===== config.mk =====
export PLATFORM = sky130hd
export DESIGN_NAME = serial_receiver_flat
export DESIGN_NICKNAME = d
export VERILOG_FILES = /design/src/rtl/serial_receiver_if.sv /design/src/rtl/serial_receiver.sv /design/src/flat_wrapper.sv
export SDC_FILE = /design/constraint.sdc
export NUM_CORES = 1
export LEC_CHECK = 0
export CAP_MARGIN = 5
export CORE_MARGIN = 8
export CORE_UTILIZATION = 50
export DETAILED_ROUTE_END_ITERATION = 8
export PLACE_DENSITY = 0.72
export SYNTH_ARGS = -nofsm -noshare
export SYNTH_HDL_FRONTEND = slang
export SYNTH_SLANG_ARGS = --single-unit

===== constraint.sdc =====
create_clock -name clk -period 1.4 [get_ports clk]
set_input_delay 0.21 -clock clk [delete_from_list [all_inputs] [get_ports clk]]
set_output_delay 0.21 -clock clk [all_outputs]
set_load 0.05 [all_outputs]

===== src/rtl/serial_receiver_if.sv =====
// Byte-side handshake bundle of the UART receiver: received byte, REQ/ACK pair
// and the two status flags. The receiver is the master, the consumer the slave.
interface serial_receiver_if;
    logic [7:0] RCV_DATA;
    logic       RCV_REQ;
    logic       RCV_ACK;
    logic       FRAME_ERR;
    logic       OVERRUN;

    modport master (
        output RCV_DATA,
        output RCV_REQ,
        output FRAME_ERR,
        output OVERRUN,
        input  RCV_ACK
    );

    modport slave (
        input  RCV_DATA,
        input  RCV_REQ,
        input  FRAME_ERR,
        input  OVERRUN,
        output RCV_ACK
    );
endinterface


===== src/rtl/serial_receiver.sv =====
// 8N1 serial receiver. RCV is synchronised through two flops, deserialised by
// the receive FSM, and each good byte is offered to the consumer through a
// four-phase REQ/ACK handshake FSM. A stop bit sampled low pulses FRAME_ERR;
// a byte completing while the previous one is still owned sets sticky OVERRUN.
module serial_receiver #(
    parameter int unsigned CLKS_PER_BIT = 10
) (
    input  logic              clk,
    input  logic              clr,
    input  logic              RCV,
    serial_receiver_if.master rcv
);
    localparam int unsigned CNT_W = $clog2(CLKS_PER_BIT);
    // IDLE spends one cycle registering the falling edge and START begins
    // counting from zero, so the mid-start sample lands two counts early.
    localparam logic [CNT_W-1:0] HALF_LAST = CNT_W'(CLKS_PER_BIT / 2 - 2);
    localparam logic [CNT_W-1:0] BIT_LAST  = CNT_W'(CLKS_PER_BIT - 1);

    typedef enum logic [2:0] {
        RX_IDLE,
        RX_START,
        RX_DATA,
        RX_STOP,
        RX_RECOVER
    } rx_state_e;

    typedef enum logic [1:0] {
        HS_EMPTY,
        HS_FULL,
        HS_DRAIN
    } hs_state_e;

    // Synchroniser
    logic [1:0] sync_q, sync_d;
    logic       rx_s;

    // Receive FSM and datapath
    rx_state_e        rx_state_q, rx_state_d;
    logic [CNT_W-1:0] clk_cnt_q, clk_cnt_d;
    logic [2:0]       bit_cnt_q, bit_cnt_d;
    logic [7:0]       shift_q, shift_d;

    // Receive FSM strobes
    logic sample_now;
    logic byte_ok;
    logic byte_bad;

    // Handshake FSM
    hs_state_e hs_state_q, hs_state_d;
    logic      load_byte;
    logic      overrun_evt;

    // Output registers
    logic [7:0] data_q, data_d;
    logic       frame_err_q, frame_err_d;
    logic       overrun_q, overrun_d;

    assign rx_s = sync_q[1];

    // Synchroniser next value: shift RCV in from the bottom.
    always_comb begin
        sync_d = {sync_q[0], RCV};
    end

    // Synchroniser flops; reset to the idle-line level.
    always_ff @(posedge clk) begin
        if (!clr) begin
            sync_q <= '1;
        end else begin
            sync_q <= sync_d;
        end
    end

    // Receive FSM state register plus bit-period counter, bit index and shifter.
    always_ff @(posedge clk) begin
        if (!clr) begin
            rx_state_q <= RX_IDLE;
            clk_cnt_q  <= '0;
            bit_cnt_q  <= '0;
            shift_q    <= '0;
        end else begin
            rx_state_q <= rx_state_d;
            clk_cnt_q  <= clk_cnt_d;
            bit_cnt_q  <= bit_cnt_d;
            shift_q    <= shift_d;
        end
    end

    // Receive FSM next-state and datapath updates.
    always_comb begin
        rx_state_d = rx_state_q;
        clk_cnt_d  = clk_cnt_q;
        bit_cnt_d  = bit_cnt_q;
        shift_d    = shift_q;
        unique case (rx_state_q)
            RX_IDLE: begin
                clk_cnt_d = '0;
                bit_cnt_d = '0;
                if (!rx_s) begin
                    rx_state_d = RX_START;
                end
            end
            RX_START: begin
                if (sample_now) begin
                    clk_cnt_d  = '0;
                    rx_state_d = rx_s ? RX_IDLE : RX_DATA;
                end else begin
                    clk_cnt_d = clk_cnt_q + CNT_W'(1);
                end
            end
            RX_DATA: begin
                if (sample_now) begin
                    clk_cnt_d = '0;
                    shift_d   = {rx_s, shift_q[7:1]};
                    bit_cnt_d = bit_cnt_q + 3'd1;
                    if (bit_cnt_q == 3'd7) begin
                        rx_state_d = RX_STOP;
                    end
                end else begin
                    clk_cnt_d = clk_cnt_q + CNT_W'(1);
                end
            end
            RX_STOP: begin
                if (sample_now) begin
                    clk_cnt_d  = '0;
                    rx_state_d = rx_s ? RX_IDLE : RX_RECOVER;
                end else begin
                    clk_cnt_d = clk_cnt_q + CNT_W'(1);
                end
            end
            RX_RECOVER: begin
                clk_cnt_d = '0;
                if (rx_s) begin
                    rx_state_d = RX_IDLE;
                end
            end
            default: begin
                rx_state_d = RX_IDLE;
                clk_cnt_d  = '0;
                bit_cnt_d  = '0;
            end
        endcase
    end

    // Receive FSM outputs: sampling strobe and stop-bit outcome.
    always_comb begin
        sample_now = 1'b0;
        unique case (rx_state_q)
            RX_START:         sample_now = (clk_cnt_q == HALF_LAST);
            RX_DATA, RX_STOP: sample_now = (clk_cnt_q == BIT_LAST);
            default:          sample_now = 1'b0;
        endcase
        byte_ok  = (rx_state_q == RX_STOP) && sample_now && rx_s;
        byte_bad = (rx_state_q == RX_STOP) && sample_now && !rx_s;
    end

    // Handshake FSM state register.
    always_ff @(posedge clk) begin
        if (!clr) begin
            hs_state_q <= HS_EMPTY;
        end else begin
            hs_state_q <= hs_state_d;
        end
    end

    // Handshake FSM next state: EMPTY -> FULL -> (ACK) DRAIN -> (!ACK) EMPTY.
    always_comb begin
        hs_state_d = hs_state_q;
        unique case (hs_state_q)
            HS_EMPTY: if (byte_ok)       hs_state_d = HS_FULL;
            HS_FULL:  if (rcv.RCV_ACK)   hs_state_d = HS_DRAIN;
            HS_DRAIN: if (!rcv.RCV_ACK)  hs_state_d = HS_EMPTY;
            default:                     hs_state_d = HS_EMPTY;
        endcase
    end

    // Handshake FSM outputs: REQ, byte load, and overrun when the slot is owned.
    always_comb begin
        rcv.RCV_REQ = (hs_state_q == HS_FULL);
        load_byte   = byte_ok && (hs_state_q == HS_EMPTY);
        overrun_evt = byte_ok && (hs_state_q != HS_EMPTY);
    end

    // Output register next values.
    always_comb begin
        data_d      = load_byte ? shift_q : data_q;
        frame_err_d = byte_bad;
        overrun_d   = overrun_q | overrun_evt;
    end

    // Output registers: held byte, framing-error pulse, sticky overrun.
    always_ff @(posedge clk) begin
        if (!clr) begin
            data_q      <= '0;
            frame_err_q <= 1'b0;
            overrun_q   <= 1'b0;
        end else begin
            data_q      <= data_d;
            frame_err_q <= frame_err_d;
            overrun_q   <= overrun_d;
        end
    end

    // Drive the interface from the output registers.
    always_comb begin
        rcv.RCV_DATA  = data_q;
        rcv.FRAME_ERR = frame_err_q;
        rcv.OVERRUN   = overrun_q;
    end

endmodule


===== src/flat_wrapper.sv =====
// flat-port wrapper written by rule: the top's interface ports become plain ports
module serial_receiver_flat 
#(
    parameter int unsigned CLKS_PER_BIT = 10
)
  (clk, clr, RCV, rcv_RCV_DATA, rcv_RCV_REQ, rcv_FRAME_ERR, rcv_OVERRUN, rcv_RCV_ACK);
  serial_receiver_if rcv_i ();
  input  logic clk;
  input  logic clr;
  input  logic RCV;
  output wire logic [$bits(rcv_i.RCV_DATA)-1:0] rcv_RCV_DATA;
  output wire logic [$bits(rcv_i.RCV_REQ)-1:0] rcv_RCV_REQ;
  output wire logic [$bits(rcv_i.FRAME_ERR)-1:0] rcv_FRAME_ERR;
  output wire logic [$bits(rcv_i.OVERRUN)-1:0] rcv_OVERRUN;
  input wire logic [$bits(rcv_i.RCV_ACK)-1:0] rcv_RCV_ACK;
  assign rcv_RCV_DATA = rcv_i.RCV_DATA;
  assign rcv_RCV_REQ = rcv_i.RCV_REQ;
  assign rcv_FRAME_ERR = rcv_i.FRAME_ERR;
  assign rcv_OVERRUN = rcv_i.OVERRUN;
  assign rcv_i.RCV_ACK = rcv_RCV_ACK;
  serial_receiver #(.CLKS_PER_BIT(CLKS_PER_BIT)) u_core (.clk(clk), .clr(clr), .RCV(RCV), .rcv(rcv_i));
endmodule

==> metrics.cfg, run 1 <==
[detailed_routing]
dr.pass1.iters=4
ant_nets=0
wl_um=2730
vias=1058
drt-initial-drc-count=71
wl_per_cell_um=13.9
wl_met3_um=104
met1_length_um=1240
wl_met2_um=1360
viasPerCell=5.37
drc=0
top_layer=met4

[logic_synthesis]
synth_cell_type_count=36
synth_xor_area_frac=0.0192
synth_area_sq_um=1370
syn_nets=143
yosys.area.top_type=dfxtp_1
synthMuxAreaShare=0.117
synth_adder_area_share=0.0274
synthDominantCellAreaShare=0.467
postSynthCellCount=136
async_flop_share=0
ys_top_cells_by_area=dfxtp_1, mux2i_1, nand2_1
ys.flop_type=dfxtp_1
ys_seq_area_frac=0.467
syn_avg_cell_area_sq_um=10.1
synth-compound-area-share=0.0940
synth_enable_flop_cells=0
synth_seq_cells=32
synth_top_family_by_area=simple AND/OR/NAND/NOR gates
yosys_warnings=0
synth_simple_gate_area_frac=0.250

[clocking]
clk_latency_ps=330
ctsLongestPathBuffers=2
clkTransAtPathRegs_ps=90
h-tree-depth=2
cts_tree=done
numCtsBuffers=5
postCtsSetupBuffers=0
cts_num_sinks=32
cts_root_buf=clkbuf_4

[global_routing]
antenna_found_initial=0
overflow=0
track_usage=0.135
grt_max_degree=13
grt_first_pass_wirelength_um=4820
grt_pass1_vias=1074

[power_and_ir_drop]
pwr-share-clk=0.413
switchingPower_mw=0.354
p_per_area_nw_per_um2=907
sw_frac_of_total=0.212
p_leak_nw=0.734
peakVddDrop_mv=0.826
p_int_mw=1.32
seq_power_share=0.549
p_total_mw=1.67
p_comb_frac=0.038

[critical_path]
timing.rr.end=u_core.rx_state_q[0]$_SDFFE_PN0P_
endpoint_kind=primary output
endpoint=rcv_RCV_REQ
worstPathCellList=nor2b_2 -> buf_12
crit_path_start=u_core.hs_state_q[0]$_SDFFE_PN0P_
crit_fanout=4
worstPathArrival_ps=1120
path_class=reg2out
cp_slowest_stage_delay_ps=390
crit_path_start_kind=register
r2r_cells=4
critPathSlowestCell=dfxtp_1
regToRegSetupSlack_ps=80
required_ps=1190
r2r_start=u_core.clk_cnt_q[1]$_SDFF_PP0_

[die]
rows=19
die_h_um=68.4
fp.dieW_um=68.4
io_pins=15
start_util=0.510
placeableCoreArea_sq_um=2690
die_area_sq_um=4670

[timing]
fmax_mhz=753
setup_viol=0
tightest_slew_ps=414
rsz0062_at_grt=no
slew_headroom=0.721
slew_violations=0
skew_ps=11.4
fin_crit_ps=1330
fin_ws_ps=71.3
fin_crit_sh=0.949
finalHoldViolCount=0

[layout]
drive_gt1_frac=0.259
n_antenna_cell=0
final_cell_mix=dfxtp_1, nand2_1, mux2i_1, buf_4, buf_12
nets=172
area_growth_pct=34.5
layout_commonest_cell=dfxtp_1

[placement]
globalplace.congestion=0.870
port_buffers=14
pre_cts_ws_ps=-103
dp_hpwl_um=2060

[min_path]
hold_path_class=reg2reg

[outcome]
status=finished, final reports clean

[job]
max-cap-violations=0

[cell type report]
| cell class | count | area (sq um) |
|---|---|---|
| repair buffers | 29 | 375 |
| well taps | 31 | 38.8 |
| inverters | 1 | 3.75 |
| multi-input cells | 96 | 703 |
| flip-flops and latches | 32 | 643 |
| fillers | 193 | 842 |
| clock inverters | 3 | 42.5 |
| clock buffers | 5 | 37.5 |
[critical path, delay by kind of cell (launching register included)]
family	cells	cell delay, ps
flops	1	390
buf+inv	1	160
simple gates	1	240
[power by group through the flow]
stage	Sequential [mW]	Combinational [mW]	Clock (mW)
2_1_floorplan	0.940	0.0359	0
3_3_place_gp	0.939	0.0611	0
3_5_place_dp	0.939	0.0628	0
4_1_cts	0.918	0.0632	0.706
5_1_grt	0.919	0.0705	0.749
6_report	0.918	0.0632	0.691
[how the worst min path moves through the flow]
| stage | depth (start not counted) | slack [ps] | startpoint | endpoint |
|---|---|---|---|---|
| after floorplan | 1 | 310 | RCV | u_core.sync_q[0]$_SDFF_PN1_ |
| after global routing | 1 | 440 | u_core.sync_q[0]$_SDFF_PN1_ | u_core.sync_q[1]$_SDFF_PN1_ |
| after detailed placement | 1 | 400 | u_core.sync_q[0]$_SDFF_PN1_ | u_core.sync_q[1]$_SDFF_PN1_ |
| after global placement | 1 | 400 | u_core.sync_q[0]$_SDFF_PN1_ | u_core.sync_q[1]$_SDFF_PN1_ |
| final | 1 | 420 | u_core.sync_q[0]$_SDFF_PN1_ | u_core.sync_q[1]$_SDFF_PN1_ |
| after CTS | 1 | 430 | u_core.sync_q[0]$_SDFF_PN1_ | u_core.sync_q[1]$_SDFF_PN1_ |
[per-layer routing]
layer | global-route usage | up-vias
met3 | 0.0409 | 4
met5 | 0 | -
li1 | - | 541
met2 | 0.220 | 13
met1 | 0.160 | 500
met4 | 0.0614 | 0
[Yosys cell counts (all sizes together) (3+ instances only)]
master	count
dfxtp	32
nand2	20
mux2i	16
nand2b	7
clkbuf	5
nor2	5
nor2b	4
nor3	4
a21oi	3
ha	3
nand3	3
nand3b	3
o21ai	3
[cell families (layout without fill, tap and decap cells)]
logic type                 count (synthesis)  count (layout)
adders and majority gates                  3               3
and+or+nand+nor                           56              56
DFF                                       32              32
AOI/OAI and AO/OA                         18              18
buffers and inverters                      8              38
xor gates and xnor gates                   3               3
muxes                                     16              16
[registers in the layout, summed over array words and instances (netlist names)]
register              cells
u_core.bit_cnt_q          3
u_core.clk_cnt_q          4
u_core.hs_state_q         2
u_core.rcv.FRAME_ERR      1
u_core.rcv.OVERRUN        1
u_core.rcv.RCV_DATA       8
u_core.rx_state_q         3
u_core.shift_q            8
u_core.sync_q             2
[metrics by stage]
step | cell area (sq um) | std cells | TNS, ps | hold slack [ps] | utilization
global placement | 1760 | 189 | -71.4 | 400 | 0.654
CTS | 1840 | 197 | 0 | 427 | 0.684
finish | 1840 | 197 | 0 | 423 | 0.687
detailed placement | 1760 | 189 | -580 | 401 | 0.654
floorplan | 1370 | 136 | 0 | 311 | -
global route | 1840 | 197 | 0 | 436 | 0.687
[repair_timing]
item                                    in CTS  in global routing
resized for setup                            0                  3
hold buffers                                 0                  0
endpoints found under the setup margin       0                  3
Note: power is estimated with default switching activity, not from simulation.
==> inputs of run 2 (changes only) <==
--- a/config.mk
+++ b/config.mk
@@ -9,6 +9,7 @@
 export CORE_MARGIN = 8
 export CORE_UTILIZATION = 50
 export DETAILED_ROUTE_END_ITERATION = 8
+export MAX_ROUTING_LAYER = met4
 export PLACE_DENSITY = 0.72
 export SYNTH_ARGS = -nofsm -noshare
 export SYNTH_HDL_FRONTEND = slang
==> run 2 against run 1 <==
  * Non-clock buffer count unchanged
  * Critical path type unchanged
  * Combinational power about the same
  * Fmax increased by 0.10%
==> metrics.cfg, run 2 (same netlist as run 1, synthesis figures left out) <==
[power_and_ir_drop]
sw_frac_of_total=0.211
p_int_mw=1.32
p_comb_frac=0.038
peakVddDrop_mv=0.823
p_leak_nw=0.734
pwr-share-clk=0.413
switchingPower_mw=0.352
p_per_area_nw_per_um2=906
seq_power_share=0.550

[detailed_routing]
wl_per_cell_um=13.9
vias=1063
dr.pass1.iters=4
ant_nets=0
wl_um=2730
viasPerCell=5.40
drc=0
drt-initial-drc-count=69

[placement]
globalplace.congestion=0.884
port_buffers=14
pre_cts_ws_ps=-103
dp_hpwl_um=2060

[global_routing]
grt_busiest_layer=met2
use_met2=0.219
met1_usage=0.163
overflow=0
antenna_found_initial=0
grt_use_met3=0.0376
grt_max_degree=13
track_usage=0.139
grt_first_pass_wirelength_um=4820
grt_pass1_vias=1070

[critical_path]
cp_slowest_stage_delay_ps=390
crit_fanout=4
crit_path_start_kind=register
worstPathArrival_ps=1120
required_ps=1190
path_class=reg2out
endpoint_kind=primary output
critPathBufInv=1
worstPathCellList=nor2b_2 -> buf_12
r2r_cells=5
critPathSlowestCell=dfxtp_1
cp_num_cells=2
path_delay_family=flip-flops

[clocking]
numCtsBuffers=5
cts_tree=done
cts_root_buf=clkbuf_4
cts_num_sinks=32
cts-hold-fix-buffers=0
h-tree-depth=2
clkTransAtPathRegs_ps=90
ctsLongestPathBuffers=2
clk_latency_ps=330

[job]
max-cap-violations=0

[layout]
drive_gt1_frac=0.259
layout_commonest_cell=dfxtp_1
nets=172
fin_util=0.687
final_cell_mix=dfxtp_1, nand2_1, mux2i_1, buf_4, buf_12
area_growth_pct=34.5
n_antenna_cell=0

[timing]
slew_violations=0
slew_headroom=0.722
fmax_mhz=753
fin_crit_sh=0.948
rsz0062_at_grt=no
fin_ws_ps=72.7
fin_crit_ps=1330
skew_ps=10.5
finalHoldViolCount=0
setup_viol=0
tightest_slew_ps=413

[die]
die_area_sq_um=4670
io_pins=15
fp.dieW_um=68.4
start_util=0.510
placeableCoreArea_sq_um=2690
rows=19
die_h_um=68.4

[min_path]
hold_path_class=reg2reg
worstHoldPathCells=1

[outcome]
status=finished, final reports clean

run 2: worst reg2reg max path, stage by stage, from the launching register on:
cell and delay (ps):
dfxtp_1 360, ha_1 210, ha_1 290, inv_1 60, nor2_1 50, a32o_1 250
run 2: area by class of cell:
type,instances,area [sq um]
fill,193,842
multi-input combinational,96,703
sequential,32,643
timing repair buffer,29,375
clock inverter,3,42.5
tap,31,38.8
clock buffer,5,37.5
inverter,1,3.75
run 2: path summary, 6_finish.rpt:
kind                                      endpoint                              start  slack [ps]
hold reg to reg        u_core.sync_q[1]$_SDFF_PN1_        u_core.sync_q[0]$_SDFF_PN1_         420
hold / removal         u_core.sync_q[1]$_SDFF_PN1_        u_core.sync_q[0]$_SDFF_PN1_         420
setup / recovery                       rcv_RCV_REQ  u_core.hs_state_q[0]$_SDFFE_PN0P_          70
setup reg to reg  u_core.bit_cnt_q[2]$_SDFFE_PN0P_   u_core.bit_cnt_q[0]$_SDFFE_PN0P_          80
run 2: what timing repair did:
action / 4_1_cts / 5_1_grt
buffers inserted: 0 / 0
resized for setup: 0 / 3
setup endpoints to repair: 0 / 3
run 2: routing by layer:
metal	share of wire	wire length, um
met5	0	0
met4	0.012	33
met3	0.028	76
met2	0.50	1360
met1	0.46	1260
run 2: stage by stage:
step                power (mW)  setup TNS (ps)  hold WS (ps)  std cells  cell area [sq um]
finish                    1.67               0           423        197               1840
global route              1.74               0           436        197               1840
CTS                       1.69               0           427        197               1840
detailed placement        1.00            -580           401        189               1760
global placement          1.00           -71.4           400        189               1760
floorplan                0.976               0           311        136               1370
run 2: power by group through the flow:
stage	logic, mW	registers (mW)	clock network [mW]
3_5_place_dp	0.0628	0.939	0
6_report	0.0632	0.918	0.689
4_1_cts	0.0632	0.918	0.706
5_1_grt	0.0705	0.919	0.749
2_1_floorplan	0.0359	0.940	0
3_3_place_gp	0.0611	0.939	0
